$ cat config.mk
export PLATFORM = sky130hd
export DESIGN_NAME = uart_prog_wb_flat
export DESIGN_NICKNAME = d
export VERILOG_FILES = /design/src/rtl/uart_prog_wb_if.sv /design/src/rtl/uart_prog_wb.sv /design/src/flat_wrapper.sv
export SDC_FILE = /design/constraint.sdc
export NUM_CORES = 1
export LEC_CHECK = 0
export CAP_MARGIN = 20
export CORE_ASPECT_RATIO = 1.2
export CORE_MARGIN = 10
export CORE_UTILIZATION = 40
export CTS_BUF_LIST = sky130_fd_sc_hd__clkbuf_4
export CTS_CLUSTER_DIAMETER = 150
export DETAILED_ROUTE_END_ITERATION = 8
export GPL_ROUTABILITY_DRIVEN = 0
export PLACE_DENSITY = 0.7
export SYNTH_ARGS = -nofsm -noshare
export SYNTH_HDL_FRONTEND = slang
export SYNTH_SLANG_ARGS = --single-unit
$ cat constraint.sdc
create_clock -name wb_clk_i -period 5.8 [get_ports wb_clk_i]
set_clock_uncertainty 0.15 [all_clocks]
set_input_delay 0.87 -clock wb_clk_i [delete_from_list [all_inputs] [get_ports wb_clk_i]]
set_output_delay 0.87 -clock wb_clk_i [all_outputs]
set_load 0.03 [all_outputs]
$ cat src/rtl/uart_prog_wb_if.sv
// Wishbone pipelined master bundle for the UART-to-memory programmer.
interface uart_prog_wb_if;
  logic        wbm_cyc_o;
  logic        wbm_stb_o;
  logic        wbm_we_o;
  logic [31:0] wbm_adr_o;
  logic [31:0] wbm_dat_o;
  logic [3:0]  wbm_sel_o;
  logic        wbm_ack_i;
  logic        wbm_err_i;
  logic        wbm_stall_i;

  modport master (
    output wbm_cyc_o, wbm_stb_o, wbm_we_o, wbm_adr_o, wbm_dat_o, wbm_sel_o,
    input  wbm_ack_i, wbm_err_i, wbm_stall_i
  );

  modport slave (
    input  wbm_cyc_o, wbm_stb_o, wbm_we_o, wbm_adr_o, wbm_dat_o, wbm_sel_o,
    output wbm_ack_i, wbm_err_i, wbm_stall_i
  );
endinterface

$ cat src/rtl/uart_prog_wb.sv
// Packs UART bytes little-endian into 32-bit words and writes them to
// consecutive Wishbone addresses; partial words are flushed on idle or disable.
module uart_prog_wb #(
  parameter logic [31:0] BASE_ADDR    = 32'h0000_0000,
  parameter int unsigned MEM_WORDS    = 1024,
  parameter int unsigned IDLE_TIMEOUT = 200000000
) (
  input  logic        wb_clk_i,
  input  logic        wb_rst_i,
  input  logic        prog_en_i,
  input  logic        uart_rx_irq,
  input  logic [7:0]  uart_rx_byte,
  uart_prog_wb_if.master wbm,
  output logic        done_o,
  output logic        busy_o,
  output logic [15:0] word_cnt_o,
  output logic        err_o
);

  typedef enum logic [2:0] {IDLE, COLLECT, REQ, WAIT_ACK, FLUSH_CHK, DONE} state_e;

  localparam logic [15:0] MEM_LIMIT = 16'(MEM_WORDS);
  localparam logic [31:0] IDLE_LAST = 32'(IDLE_TIMEOUT - 1);

  state_e      state_q, state_d;
  logic        en_prev_q;
  logic [1:0]  idx_q, idx_d;
  logic [3:0]  sel_q, sel_d;
  logic [31:0] data_q, data_d;
  logic [7:0]  hold_q, hold_d;
  logic        hold_vld_q, hold_vld_d;
  logic [31:0] idle_q, idle_d;
  logic [15:0] cnt_q, cnt_d;
  logic        err_q, err_d;
  logic        flush_q, flush_d;
  logic        en_rise, en_fall;
  logic        byte_vld;
  logic [7:0]  byte_val;

  assign en_rise = prog_en_i & ~en_prev_q;
  assign en_fall = ~prog_en_i & en_prev_q;

  always_ff @(posedge wb_clk_i or negedge wb_rst_i) begin
    if (!wb_rst_i) begin
      state_q    <= IDLE;
      en_prev_q  <= 1'b1;  // a level already high at release is not an edge
      idx_q      <= '0;
      sel_q      <= '0;
      data_q     <= '0;
      hold_q     <= '0;
      hold_vld_q <= 1'b0;
      idle_q     <= '0;
      cnt_q      <= '0;
      err_q      <= 1'b0;
      flush_q    <= 1'b0;
    end else begin
      state_q    <= state_d;
      en_prev_q  <= prog_en_i;
      idx_q      <= idx_d;
      sel_q      <= sel_d;
      data_q     <= data_d;
      hold_q     <= hold_d;
      hold_vld_q <= hold_vld_d;
      idle_q     <= idle_d;
      cnt_q      <= cnt_d;
      err_q      <= err_d;
      flush_q    <= flush_d;
    end
  end

  always_comb begin
    state_d    = state_q;
    idx_d      = idx_q;
    sel_d      = sel_q;
    data_d     = data_q;
    hold_d     = hold_q;
    hold_vld_d = hold_vld_q;
    idle_d     = idle_q;
    cnt_d      = cnt_q;
    err_d      = err_q;
    flush_d    = flush_q;
    byte_vld   = 1'b0;
    byte_val   = uart_rx_byte;

    unique case (state_q)
      IDLE: begin
        if (en_rise) begin
          state_d    = COLLECT;
          idx_d      = '0;
          sel_d      = '0;
          data_d     = '0;
          hold_d     = '0;
          hold_vld_d = 1'b0;
          idle_d     = '0;
          cnt_d      = '0;
          err_d      = 1'b0;
          flush_d    = 1'b0;
        end
      end
      COLLECT: begin
        // A held byte is consumed first; a byte arriving alongside refills the holder.
        if (hold_vld_q) begin
          byte_vld   = 1'b1;
          byte_val   = hold_q;
          hold_vld_d = uart_rx_irq;
          hold_d     = uart_rx_irq ? uart_rx_byte : '0;
        end else if (uart_rx_irq) begin
          byte_vld = 1'b1;
        end
        if (byte_vld) begin
          idle_d                          = '0;
          data_d[{idx_q, 3'b000} +: 8]    = byte_val;
          sel_d[idx_q]                    = 1'b1;
          idx_d                           = idx_q + 2'd1;
          if (idx_q == 2'd3) begin
            if (cnt_q == MEM_LIMIT) begin
              err_d   = 1'b1;
              state_d = DONE;
            end else begin
              state_d = REQ;
            end
          end else if (en_fall) begin
            state_d = FLUSH_CHK;
          end
        end else if (en_fall || idle_q == IDLE_LAST) begin
          state_d = FLUSH_CHK;
        end else begin
          idle_d = idle_q + 32'd1;
        end
      end
      REQ: begin
        if (!wbm.wbm_stall_i) state_d = WAIT_ACK;
      end
      WAIT_ACK: begin
        if (wbm.wbm_err_i) begin
          err_d   = 1'b1;
          state_d = DONE;
        end else if (wbm.wbm_ack_i) begin
          cnt_d   = cnt_q + 16'd1;
          idx_d   = '0;
          sel_d   = '0;
          data_d  = '0;
          idle_d  = '0;
          flush_d = 1'b0;
          state_d = flush_q ? DONE : COLLECT;
        end
      end
      FLUSH_CHK: begin
        if (idx_q == 2'd0) begin
          state_d = DONE;
        end else if (cnt_q == MEM_LIMIT) begin
          err_d   = 1'b1;
          state_d = DONE;
        end else begin
          flush_d = 1'b1;
          state_d = REQ;
        end
      end
      DONE:    state_d = IDLE;
      default: state_d = IDLE;
    endcase

    if ((state_q == REQ || state_q == WAIT_ACK) && uart_rx_irq) begin
      if (hold_vld_q) begin
        err_d = 1'b1;
      end else begin
        hold_d     = uart_rx_byte;
        hold_vld_d = 1'b1;
      end
    end
  end

  always_comb begin
    wbm.wbm_cyc_o = (state_q == REQ) || (state_q == WAIT_ACK);
    wbm.wbm_stb_o = (state_q == REQ);
    // Write-only master: we is high whenever the block is out of reset.
    wbm.wbm_we_o  = wb_rst_i;
    wbm.wbm_adr_o = wbm.wbm_cyc_o ? (BASE_ADDR + {14'b0, cnt_q, 2'b00}) : '0;
    wbm.wbm_dat_o = wbm.wbm_cyc_o ? data_q : '0;
    wbm.wbm_sel_o = wbm.wbm_cyc_o ? sel_q : '0;
  end

  assign done_o     = (state_q == DONE);
  assign busy_o     = (state_q != IDLE);
  assign word_cnt_o = cnt_q;
  assign err_o      = err_q;

endmodule
$ cat src/flat_wrapper.sv
// flat-port wrapper written by rule: the top's interface ports become plain ports
module uart_prog_wb_flat 
#(
  parameter logic [31:0] BASE_ADDR    = 32'h0000_0000,
  parameter int unsigned MEM_WORDS    = 1024,
  parameter int unsigned IDLE_TIMEOUT = 200000000
)
  (wb_clk_i, wb_rst_i, prog_en_i, uart_rx_irq, uart_rx_byte, done_o, busy_o, word_cnt_o, err_o, wbm_wbm_cyc_o, wbm_wbm_stb_o, wbm_wbm_we_o, wbm_wbm_adr_o, wbm_wbm_dat_o, wbm_wbm_sel_o, wbm_wbm_ack_i, wbm_wbm_err_i, wbm_wbm_stall_i);
  uart_prog_wb_if wbm_i ();
  input  logic wb_clk_i;
  input  logic wb_rst_i;
  input  logic prog_en_i;
  input  logic uart_rx_irq;
  input  logic [7:0] uart_rx_byte;
  output logic done_o;
  output logic busy_o;
  output logic [15:0] word_cnt_o;
  output logic err_o;
  output wire logic [$bits(wbm_i.wbm_cyc_o)-1:0] wbm_wbm_cyc_o;
  output wire logic [$bits(wbm_i.wbm_stb_o)-1:0] wbm_wbm_stb_o;
  output wire logic [$bits(wbm_i.wbm_we_o)-1:0] wbm_wbm_we_o;
  output wire logic [$bits(wbm_i.wbm_adr_o)-1:0] wbm_wbm_adr_o;
  output wire logic [$bits(wbm_i.wbm_dat_o)-1:0] wbm_wbm_dat_o;
  output wire logic [$bits(wbm_i.wbm_sel_o)-1:0] wbm_wbm_sel_o;
  input wire logic [$bits(wbm_i.wbm_ack_i)-1:0] wbm_wbm_ack_i;
  input wire logic [$bits(wbm_i.wbm_err_i)-1:0] wbm_wbm_err_i;
  input wire logic [$bits(wbm_i.wbm_stall_i)-1:0] wbm_wbm_stall_i;
  assign wbm_wbm_cyc_o = wbm_i.wbm_cyc_o;
  assign wbm_wbm_stb_o = wbm_i.wbm_stb_o;
  assign wbm_wbm_we_o = wbm_i.wbm_we_o;
  assign wbm_wbm_adr_o = wbm_i.wbm_adr_o;
  assign wbm_wbm_dat_o = wbm_i.wbm_dat_o;
  assign wbm_wbm_sel_o = wbm_i.wbm_sel_o;
  assign wbm_i.wbm_ack_i = wbm_wbm_ack_i;
  assign wbm_i.wbm_err_i = wbm_wbm_err_i;
  assign wbm_i.wbm_stall_i = wbm_wbm_stall_i;
  uart_prog_wb #(.BASE_ADDR(BASE_ADDR), .MEM_WORDS(MEM_WORDS), .IDLE_TIMEOUT(IDLE_TIMEOUT)) u_core (.wb_clk_i(wb_clk_i), .wb_rst_i(wb_rst_i), .prog_en_i(prog_en_i), .uart_rx_irq(uart_rx_irq), .uart_rx_byte(uart_rx_byte), .wbm(wbm_i), .done_o(done_o), .busy_o(busy_o), .word_cnt_o(word_cnt_o), .err_o(err_o));
endmodule
==> out/summary.json, run 1 <==
{
  "routing": {
    "initialDrtViolationCount": 486,
    "count_of_unresolved_drc_violations_after_routing": 0,
    "route.met3.wl_um": 896,
    "detailroute.via_count": 5371,
    "routed_wire_length_per_instance_um": 18.35,
    "dr.pass1.iters": 5,
    "detail_route.wirelength.met1_um": 6965,
    "drt-vias-per-instance": 5.844,
    "maxUsedRoutingLayer": "met4",
    "drt.antenna.violating_nets": 0,
    "wirelength_um": 16870,
    "detailroute.wirelength.met2_um": 8719
  },
  "clock_tree": {
    "cts_tree": "done",
    "number_of_resized_instances_in_the_post_cts_repair_step": 0,
    "cts_max_path_buffers": 2,
    "worst_setup_hold_path_clk_slew_ps": 160,
    "htree_num_levels": 3,
    "postCtsHoldBufs": 0,
    "ctsRootBufferMaster": "clkbuf_4",
    "clock_sink_count": 101,
    "cts_made_buffers": 9,
    "cts.repair_timing.setup_buffer_count": 0,
    "worstSkewPairLatency_ps": 500
  },
  "floorplanning": {
    "floorplan.initialDensity": 0.4114,
    "die_w_um": 131.4,
    "die_h_um": 153.7,
    "placement_rows": 48,
    "coreArea_um2": 14470,
    "number_of_top_level_pins": 105,
    "die-area_um2": 20190
  },
  "setup_path": {
    "critPathLaunch": "u_core.state_q[1]",
    "crit-reg2reg-capture": "u_core.idle_q[0]",
    "timing.rr.start": "u_core.state_q[1]",
    "critical_path_required_ps": 4780,
    "critPathCapture": "wbm_wbm_cyc_o",
    "r2r.worst_path.cells": 6,
    "worstSetupEndpointType": "output pin",
    "worst_ep_arrival_time_ps": 2830,
    "timing.critical_path.from_type": "flip-flop",
    "critical_path.max_fanout": 50,
    "worst-setup-path-type": "reg -> out",
    "regToRegSetupSlack_ps": 2330
  },
  "pwr": {
    "total_leakage_power_nw": 2.965,
    "powerDensity_nw_per_um2": 315.2,
    "irDropWorstVdd_uv": 115.7
  },
  "global_routing": {
    "grt_pass1_vias": 5241,
    "globalRoute.totalOverflow": 0,
    "first_pass_grt_wire_length_um": 27720,
    "grt_max_degree": 64,
    "number_of_antenna_violations_at_the_first_check_in_global_routing": 0,
    "gr-usage-all-layers": 0.1628
  },
  "timing": {
    "min_period_ps": 3849,
    "slew_violations": 0,
    "final.period_utilization": 0.6637,
    "max_slew_margin": 0.2998,
    "rsz0062_at_grt": "no",
    "timing.final.hold_violations": 0,
    "worst_pin_slew_ps": 1050,
    "max_clock_freq_ghz": 0.2598,
    "timing.final.setup_violations": 0,
    "fin_setup_tns_ps": 0
  },
  "synthesis": {
    "ys_types": 66,
    "async_flop_share": 1.000,
    "synth.cell_area_um2": 5954,
    "synth_area_per_cell_um2": 9.119,
    "synth.yosys.warnings": 0,
    "synth_flop_cell": "dfrtp_1",
    "postSynthRegisterBits": 101,
    "synth_enable_flop_cells": 0,
    "syn_inst": 653,
    "synth_sequential_area_ratio": 0.4247
  },
  "outcome": {
    "run_status": "completed"
  },
  "cells_and_area": {
    "finish.net_count": 738,
    "num_antenna_cells": 0,
    "register_area_um2": 2529,
    "fraction_of_final_layout_cells_sized_beyond_drive_strength_1": 0.05981,
    "area_delta_synth_final_pct": 17.71,
    "multi_input_combinational_cell_area_um2": 3098,
    "fin_area_um2": 7009,
    "final.fill_count": 1386
  },
  "min_path": {
    "worstHoldPathType": "in -> async"
  },
  "flow_run": {
    "cap_viol_max_count": 0
  },
  "placed_design": {
    "dpl.hpwl_um": 12270,
    "io_buffers": 88,
    "place_area_um2": 6864
  }
}
==> final cells by class <==
class | count | share of cell area
multi-input combinational | 490 | 0.4420
sequential | 101 | 0.3608
timing repair buffer | 98 | 0.1366
tap | 200 | 0.03570
clock buffer | 9 | 0.009639
inverter | 15 | 0.008033
clock inverter | 6 | 0.007319
==> kinds of logic (layout without fill, tap and decap cells) <==
family	count (synthesis)	in the layout	synth area share
and+or+nand+nor	310	310	0.2866
adders and majority gates	8	8	0.01681
muxes	12	12	0.02059
AOI/OAI and AO/OA	132	132	0.1685
buffers and inverters	77	128	0.06451
xor gates and xnor gates	12	12	0.01765
DFF	101	101	0.4247
other	1	16	0.0006298
==> Yosys cell counts, types with 3 or more instances <==
library cell / count / share of area
mux2i_1: 10 / 0.017
buf_2: 12 / 0.010
nand4_1: 23 / 0.024
xnor2_1: 6 / 0.0088
and3_1: 56 / 0.059
nor4b_1: 6 / 0.0088
a221o_1: 12 / 0.020
inv_1: 14 / 0.0088
nand3_1: 26 / 0.022
or4_1: 7 / 0.0088
a22o_1: 10 / 0.015
ha_1: 8 / 0.017
nor2b_1: 4 / 0.0042
clkbuf_1: 30 / 0.019
nand2b_1: 12 / 0.013
a31oi_1: 9 / 0.0095
or2_2: 3 / 0.0032
a21o_1: 3 / 0.0038
xor2_1: 6 / 0.0088
dfrtp_1: 100 / 0.42
and2_1: 5 / 0.0053
o21ai_0: 15 / 0.013
nor3_1: 17 / 0.014
a21oi_1: 14 / 0.012
o311ai_0: 3 / 0.0044
a211o_1: 3 / 0.0044
o31ai_1: 38 / 0.048
buf_4: 17 / 0.021
nand2_1: 64 / 0.040
nor4_1: 18 / 0.019
o2111ai_1: 3 / 0.0044
and4_1: 9 / 0.013
nor2_1: 43 / 0.027
or3_1: 6 / 0.0063
==> worst min-delay path by stage <==
stage / start / end / depth (start not counted)
floorplan: u_core.data_q[0] / u_core.data_q[0] / 2
global placement: u_core.data_q[21] / u_core.data_q[21] / 2
detailed placement: u_core.data_q[26] / u_core.data_q[26] / 2
CTS: wb_rst_i / u_core.state_q[1] / 1
global route: wb_rst_i / u_core.state_q[1] / 1
finish: wb_rst_i / u_core.state_q[1] / 1
==> stage by stage <==
step,total power [mW],instances,util,worst slack (ps),hold WS (ps)
after CTS,2.204,916,0.4825,1937,193.9
final,2.210,919,0.4843,1951,182.2
after detailed placement,1.852,901,0.4742,1990,314.4
after floorplan,1.586,668,-,3100,291.4
after global routing,2.349,919,0.4843,1756,211.9
after global placement,1.799,899,0.4732,2106,309.5
==> flip-flops by register name, indices dropped and copies added (netlist names) <==
name	flops
u_core.state_q	3
u_core.word_cnt_o	16
u_core.sel_q	4
u_core.en_prev_q	1
u_core.hold_vld_q	1
u_core.data_q	32
u_core.idle_q	32
u_core.idx_q	2
u_core.flush_q	1
u_core.err_o	1
u_core.hold_q	8
==> report_power, final <==
| part | leakage, nW | switching [mW] | internal, mW | total [mW] |
|---|---|---|---|---|
| clock network | 0.0642 | 0.260 | 0.0934 | 0.354 |
| logic | 1.52 | 0.653 | 0.305 | 0.957 |
| registers | 1.38 | 0.114 | 0.784 | 0.899 |
==> placed cells by master, fill, tap and decap left out, types with 15 or more instances in the layout <==
cell type        instances
and3_1                  56
clkdlybuf4s50_1         87
conb_1                  16
dfrtp_1                100
nand2_1                 64
nand3_1                 26
nand4_1                 23
nor2_1                  43
nor3_1                  17
nor4_1                  18
o21ai_0                 15
o31ai_1                 38
==> critical path, stage by stage, from the launching register on <==
cell and delay (ps):
dfrtp_1 710, buf_4 430, nand2b_1 270, inv_1 210, clkdlybuf4s50_1 710
==> per-layer routing <==
layer,track usage,vias up
met4,0.06048,0
met3,0.02868,25
li1,-,2542
met1,0.1904,2603
met2,0.2905,201
met5,0,-
No activity file was read; power rests on OpenSTA's default activity.
==> run 2, diff against run 1 <==
--- a/config.mk
+++ b/config.mk
@@ -13,7 +13,7 @@
 export CTS_CLUSTER_DIAMETER = 150
 export DETAILED_ROUTE_END_ITERATION = 8
 export GPL_ROUTABILITY_DRIVEN = 0
-export PLACE_DENSITY = 0.7
+export PLACE_DENSITY = 0.73
 export SYNTH_ARGS = -nofsm -noshare
 export SYNTH_HDL_FRONTEND = slang
 export SYNTH_SLANG_ARGS = --single-unit
==> constraint.sdc (replaced) <==
create_clock -name wb_clk_i -period 3.25 [get_ports wb_clk_i]
set_clock_uncertainty 0.15 [all_clocks]
set_input_delay 0.4875 -clock wb_clk_i [delete_from_list [all_inputs] [get_ports wb_clk_i]]
set_output_delay 0.4875 -clock wb_clk_i [all_outputs]
set_load 0.03 [all_outputs]
==> out/summary.json, run 2 (synthesis results as in run 1) <==
{
  "timing": {
    "timing.final.hold_violations": 0,
    "final.period_utilization": 0.9366,
    "worst_pin_slew_ps": 949.8,
    "max_clock_freq_ghz": 0.3285,
    "fin_setup_tns_ps": 0,
    "slew_violations": 0,
    "rsz0062_at_grt": "no",
    "timing.final.setup_violations": 0,
    "whs_ps": 278.6,
    "max_slew_margin": 0.3668,
    "min_period_ps": 3044
  },
  "routing": {
    "drt-vias-per-instance": 5.891,
    "drt.antenna.violating_nets": 0,
    "wirelength_um": 16800,
    "detailroute.via_count": 5520,
    "count_of_unresolved_drc_violations_after_routing": 0,
    "routed_wire_length_per_instance_um": 17.93,
    "initialDrtViolationCount": 502,
    "dr.pass1.iters": 5
  },
  "setup_path": {
    "timing.critical_path.from_type": "flip-flop",
    "crit_slowest_cell": "clkdlybuf4s50_1",
    "cp_delay_by_family_top": "buffers and inverters",
    "critical_path_depth": 4,
    "critPathLaunch": "u_core.state_q[2]",
    "cp_cell_sequence": "inv_1, buf_6, and3_1, clkdlybuf4s50_1",
    "worstSetupEndpointType": "output pin",
    "worst_ep_arrival_time_ps": 2410,
    "cp_slowest_stage_delay_ps": 690,
    "worst-setup-path-type": "reg -> out",
    "critical_path_required_ps": 2610,
    "regToRegSetupSlack_ps": 390,
    "timing.rr.start": "u_core.idle_q[1]",
    "r2r.worst_path.cells": 6,
    "worstPathBufferInverterCount": 3,
    "critPathCapture": "wbm_wbm_dat_o[20]",
    "crit-reg2reg-capture": "u_core.idle_q[11]",
    "critical_path.max_fanout": 58
  },
  "flow_run": {
    "cap_viol_max_count": 0
  },
  "global_routing": {
    "globalRoute.totalOverflow": 0,
    "grtUsageMet1": 0.1869,
    "first_pass_grt_wire_length_um": 27830,
    "global_route.peak_usage_layer": "met2",
    "met2_usage": 0.2898,
    "number_of_antenna_violations_at_the_first_check_in_global_routing": 1,
    "grt_util_met3": 0.03129,
    "gr-usage-all-layers": 0.1625,
    "grt_max_degree": 73,
    "grt_pass1_vias": 5434
  },
  "floorplanning": {
    "die-area_um2": 20190,
    "die_w_um": 131.4,
    "number_of_top_level_pins": 105,
    "die_h_um": 153.7,
    "floorplan.initialDensity": 0.4114,
    "coreArea_um2": 14470,
    "placement_rows": 48
  },
  "clock_tree": {
    "cts_tree": "done",
    "cts_max_path_buffers": 2,
    "worstSkewPairLatency_ps": 490,
    "clock_sink_count": 101,
    "worst_setup_hold_path_clk_slew_ps": 200,
    "cts_made_buffers": 9,
    "htree_num_levels": 3,
    "ctsRootBufferMaster": "clkbuf_4",
    "cts.repair_timing.setup_buffer_count": 0
  },
  "pwr": {
    "power_frac_clock": 0.169,
    "irDropWorstVdd_uv": 285.8,
    "net-switching-power_mw": 1.884,
    "sw_frac_of_total": 0.4599,
    "total_leakage_power_nw": 3.057,
    "power.combinational.fraction": 0.450,
    "internal_power_mw": 2.213,
    "powerDensity_nw_per_um2": 571.7,
    "seq_power_share": 0.381,
    "totalPowerFinal_mw": 4.097
  },
  "cells_and_area": {
    "final_common_cell": "dfrtp_1",
    "mostFrequentLayoutCells": "dfrtp_1 (99), clkdlybuf4s50_1 (86), nand2_1 (64)",
    "final.fill_count": 1352,
    "fraction_of_final_layout_cells_sized_beyond_drive_strength_1": 0.08299,
    "layoutNonFillerInstCount": 937,
    "area_delta_synth_final_pct": 20.36,
    "finish.net_count": 753
  },
  "outcome": {
    "run_status": "completed"
  },
  "min_path": {
    "worstHoldPathType": "in -> async"
  },
  "placed_design": {
    "io_buffers": 88,
    "placed_cells": 918,
    "dpl.hpwl_um": 12270
  }
}
-- run 2: worst min path at each step --
| stage | endpoint | slack (ps) |
|---|---|---|
| after floorplan | u_core.data_q[0] | 40 |
| after global placement | u_core.hold_q[6] | 300 |
| after detailed placement | u_core.hold_q[6] | 310 |
| after CTS | u_core.hold_q[5] | 300 |
| after global routing | u_core.hold_q[5] | 300 |
| final | u_core.hold_q[5] | 280 |
-- run 2: area by class of cell --
cell class / count / area [um^2] / share of cell area
Sequential cell: 101 / 2530 / 0.3530
Tap cell: 200 / 250.2 / 0.03492
Clock buffer: 9 / 67.56 / 0.009427
Antenna cell: 2 / 5.005 / 0.0006983
Multi-Input combinational cell: 490 / 3098 / 0.4323
Timing Repair Buffer: 113 / 1070 / 0.1493
Clock inverter: 7 / 86.33 / 0.01205
Inverter: 15 / 60.06 / 0.008380
-- run 2: routing by layer --
metal / wire, um / part of all wire
met4: 342 / 0.020
met1: 6901 / 0.41
met2: 8564 / 0.51
met5: 0 / 0
met3: 994 / 0.059
-- run 2: metrics by stage --
stage | cell area (um^2) | utilization | setup slack, ps
6_report | 7167 | 0.4952 | 206.0
3_5_place_dp | 6989 | 0.4829 | 236.3
3_3_place_gp | 6989 | 0.4829 | 335.9
5_1_grt | 7167 | 0.4952 | 102.0
2_1_floorplan | 6011 | - | 902.5
4_1_cts | 7153 | 0.4942 | 83.54
-- run 2: repair_timing --
item,CTS,global route
endpoints found under the setup margin,0,2
endpoints found under the hold margin,29,0
gates resized for setup,0,3
hold buffers,1,0
-- run 2: power by group through the flow --
stage	Clock (mW)	Sequential, mW	Combinational, mW
after floorplan	0	1.53	1.30
after global placement	0	1.57	1.77
after detailed placement	0	1.58	1.84
after CTS	0.703	1.55	1.85
after global routing	0.758	1.58	2.03
final	0.694	1.56	1.84
==> run 3, diff against run 2 <==
--- a/config.mk
+++ b/config.mk
@@ -8,12 +8,12 @@
 export CAP_MARGIN = 20
 export CORE_ASPECT_RATIO = 1.2
 export CORE_MARGIN = 10
-export CORE_UTILIZATION = 40
+export CORE_UTILIZATION = 50
 export CTS_BUF_LIST = sky130_fd_sc_hd__clkbuf_4
 export CTS_CLUSTER_DIAMETER = 150
 export DETAILED_ROUTE_END_ITERATION = 8
 export GPL_ROUTABILITY_DRIVEN = 0
-export PLACE_DENSITY = 0.73
+export PLACE_DENSITY = 0.86
 export SYNTH_ARGS = -nofsm -noshare
 export SYNTH_HDL_FRONTEND = slang
 export SYNTH_SLANG_ARGS = --single-unit
==> out/summary.json, run 3 (synthesis results as in run 1) <==
{
  "routing": {
    "wirelength_um": 16680,
    "drt.antenna.violating_nets": 0,
    "dr.pass1.iters": 5,
    "initialDrtViolationCount": 564,
    "drt-vias-per-instance": 6.281,
    "detailroute.via_count": 5596,
    "count_of_unresolved_drc_violations_after_routing": 0,
    "routed_wire_length_per_instance_um": 18.71
  },
  "placed_design": {
    "io_buffers": 88,
    "placed_cells": 867,
    "dpl.hpwl_um": 11970
  },
  "setup_path": {
    "critPathCapture": "wbm_wbm_dat_o[23]",
    "regToRegSetupSlack_ps": 390,
    "worst_ep_arrival_time_ps": 2480,
    "timing.rr.start": "u_core.idle_q[0]",
    "critPathLaunch": "u_core.state_q[2]",
    "crit-reg2reg-capture": "u_core.idle_q[0]",
    "critical_path_required_ps": 2610,
    "worst-setup-path-type": "reg -> out",
    "r2r.worst_path.cells": 6,
    "critical_path.max_fanout": 42,
    "worstSetupEndpointType": "output pin",
    "timing.critical_path.from_type": "flip-flop"
  },
  "cells_and_area": {
    "layoutNonFillerInstCount": 891,
    "final_common_cell": "dfrtp_1",
    "mostFrequentLayoutCells": "dfrtp_1 (99), clkdlybuf4s50_1 (87), nand2_1 (64)",
    "register_area_um2": 2530,
    "finish.net_count": 752,
    "num_antenna_cells": 0,
    "area_delta_synth_final_pct": 19.14,
    "fraction_of_final_layout_cells_sized_beyond_drive_strength_1": 0.08174,
    "final.fill_count": 963,
    "multi_input_combinational_cell_area_um2": 3098
  },
  "clock_tree": {
    "clock_sink_count": 101,
    "worstSkewPairLatency_ps": 480,
    "worst_setup_hold_path_clk_slew_ps": 180,
    "cts_tree": "done",
    "cts_max_path_buffers": 2,
    "cts_made_buffers": 9,
    "ctsRootBufferMaster": "clkbuf_4",
    "htree_num_levels": 3
  },
  "outcome": {
    "run_status": "completed"
  },
  "global_routing": {
    "first_pass_grt_wire_length_um": 27020,
    "grt_pass1_vias": 5415,
    "globalRoute.totalOverflow": 0,
    "gr-usage-all-layers": 0.1896,
    "grt_max_degree": 73,
    "number_of_antenna_violations_at_the_first_check_in_global_routing": 0
  },
  "pwr": {
    "powerDensity_nw_per_um2": 576.4,
    "irDropWorstVdd_uv": 284.6,
    "totalPowerFinal_mw": 4.089,
    "total_leakage_power_nw": 3.039
  },
  "timing": {
    "fin_setup_tns_ps": 0,
    "timing.final.setup_violations": 0,
    "slew_violations": 0,
    "max_slew_margin": 0.3040,
    "rsz0062_at_grt": "no",
    "final.period_utilization": 0.9586,
    "timing.final.hold_violations": 0,
    "min_period_ps": 3116,
    "worst_pin_slew_ps": 1044,
    "max_clock_freq_ghz": 0.3210
  },
  "min_path": {
    "worstHoldPathType": "in -> async"
  },
  "floorplanning": {
    "number_of_top_level_pins": 105,
    "floorplan.initialDensity": 0.5124,
    "placement_rows": 43,
    "die_h_um": 139.5,
    "coreArea_um2": 11620,
    "die_w_um": 119.6,
    "die-area_um2": 16690
  },
  "flow_run": {
    "cap_viol_max_count": 0
  }
}
-- run 3: cell count changes in the layout (fill, tap and decap cells not counted), sizes merged --
cell           delta
buf               -2
clkinv            -2
clkinvlp          +2
diode             -2
clkdlybuf4s50     +1
-- run 3: area by class of cell --
type / instances / area share
clock buffer: 9 / 0.009524
clock inverter: 7 / 0.009171
inverter: 15 / 0.008995
multi-input combinational: 490 / 0.4367
sequential: 101 / 0.3566
tap: 157 / 0.02769
timing repair buffer: 112 / 0.1513
-- run 3: repair_timing --
action / CTS / global route
setup endpoints to repair: 1 / 43
setup buffers: 0 / 4
hold endpoints to repair: 28 / 0
hold buffers: 1 / 0
resized for setup: 1 / 2
-- run 3: layer usage --
metal,share of wire,global-route usage,vias to the layer above
met2,0.52,0.3303,230
met1,0.40,0.2205,2747
li1,-,-,2573
met3,0.060,0.04047,46
met5,0,0,-
met4,0.026,0.07506,0
-- run 3: worst min-delay path by stage --
stage,endpoint,slack (ps),cells past startpoint,startpoint
2_1_floorplan,u_core.data_q[0],40,0,wb_rst_i
3_3_place_gp,u_core.word_cnt_o[9],290,1,wb_rst_i
3_5_place_dp,u_core.word_cnt_o[9],310,1,wb_rst_i
4_1_cts,u_core.word_cnt_o[9],330,2,wb_rst_i
5_1_grt,u_core.word_cnt_o[7],340,2,wb_rst_i
6_report,u_core.word_cnt_o[9],300,2,wb_rst_i
-- run 3: per-stage QoR --
step / setup WS (ps) / instance area (um^2) / util / hold slack [ps]
global route: 15.16 / 7094 / 0.6105 / 342.1
global placement: 276.2 / 6890 / 0.5929 / 294.3
finish: 134.4 / 7094 / 0.6105 / 304.3
CTS: 32.43 / 7034 / 0.6053 / 325.1
floorplan: 902.5 / 6011 / - / 41.91
detailed placement: 195.6 / 6890 / 0.5929 / 306.2
-- run 3: critical path, cell delays in order (launching register included) --
cell,delay (ps)
dfrtp_1,620
clkinvlp_4,330
buf_12,230
and3_1,190
clkdlybuf4s50_1,620
-- run 3: power by group --
group,leakage (nW),total (mW),switching [mW],internal (mW)
Clock,0.0714,0.663,0.485,0.178
Combinational,1.59,1.84,1.21,0.630
Sequential,1.38,1.58,0.180,1.40
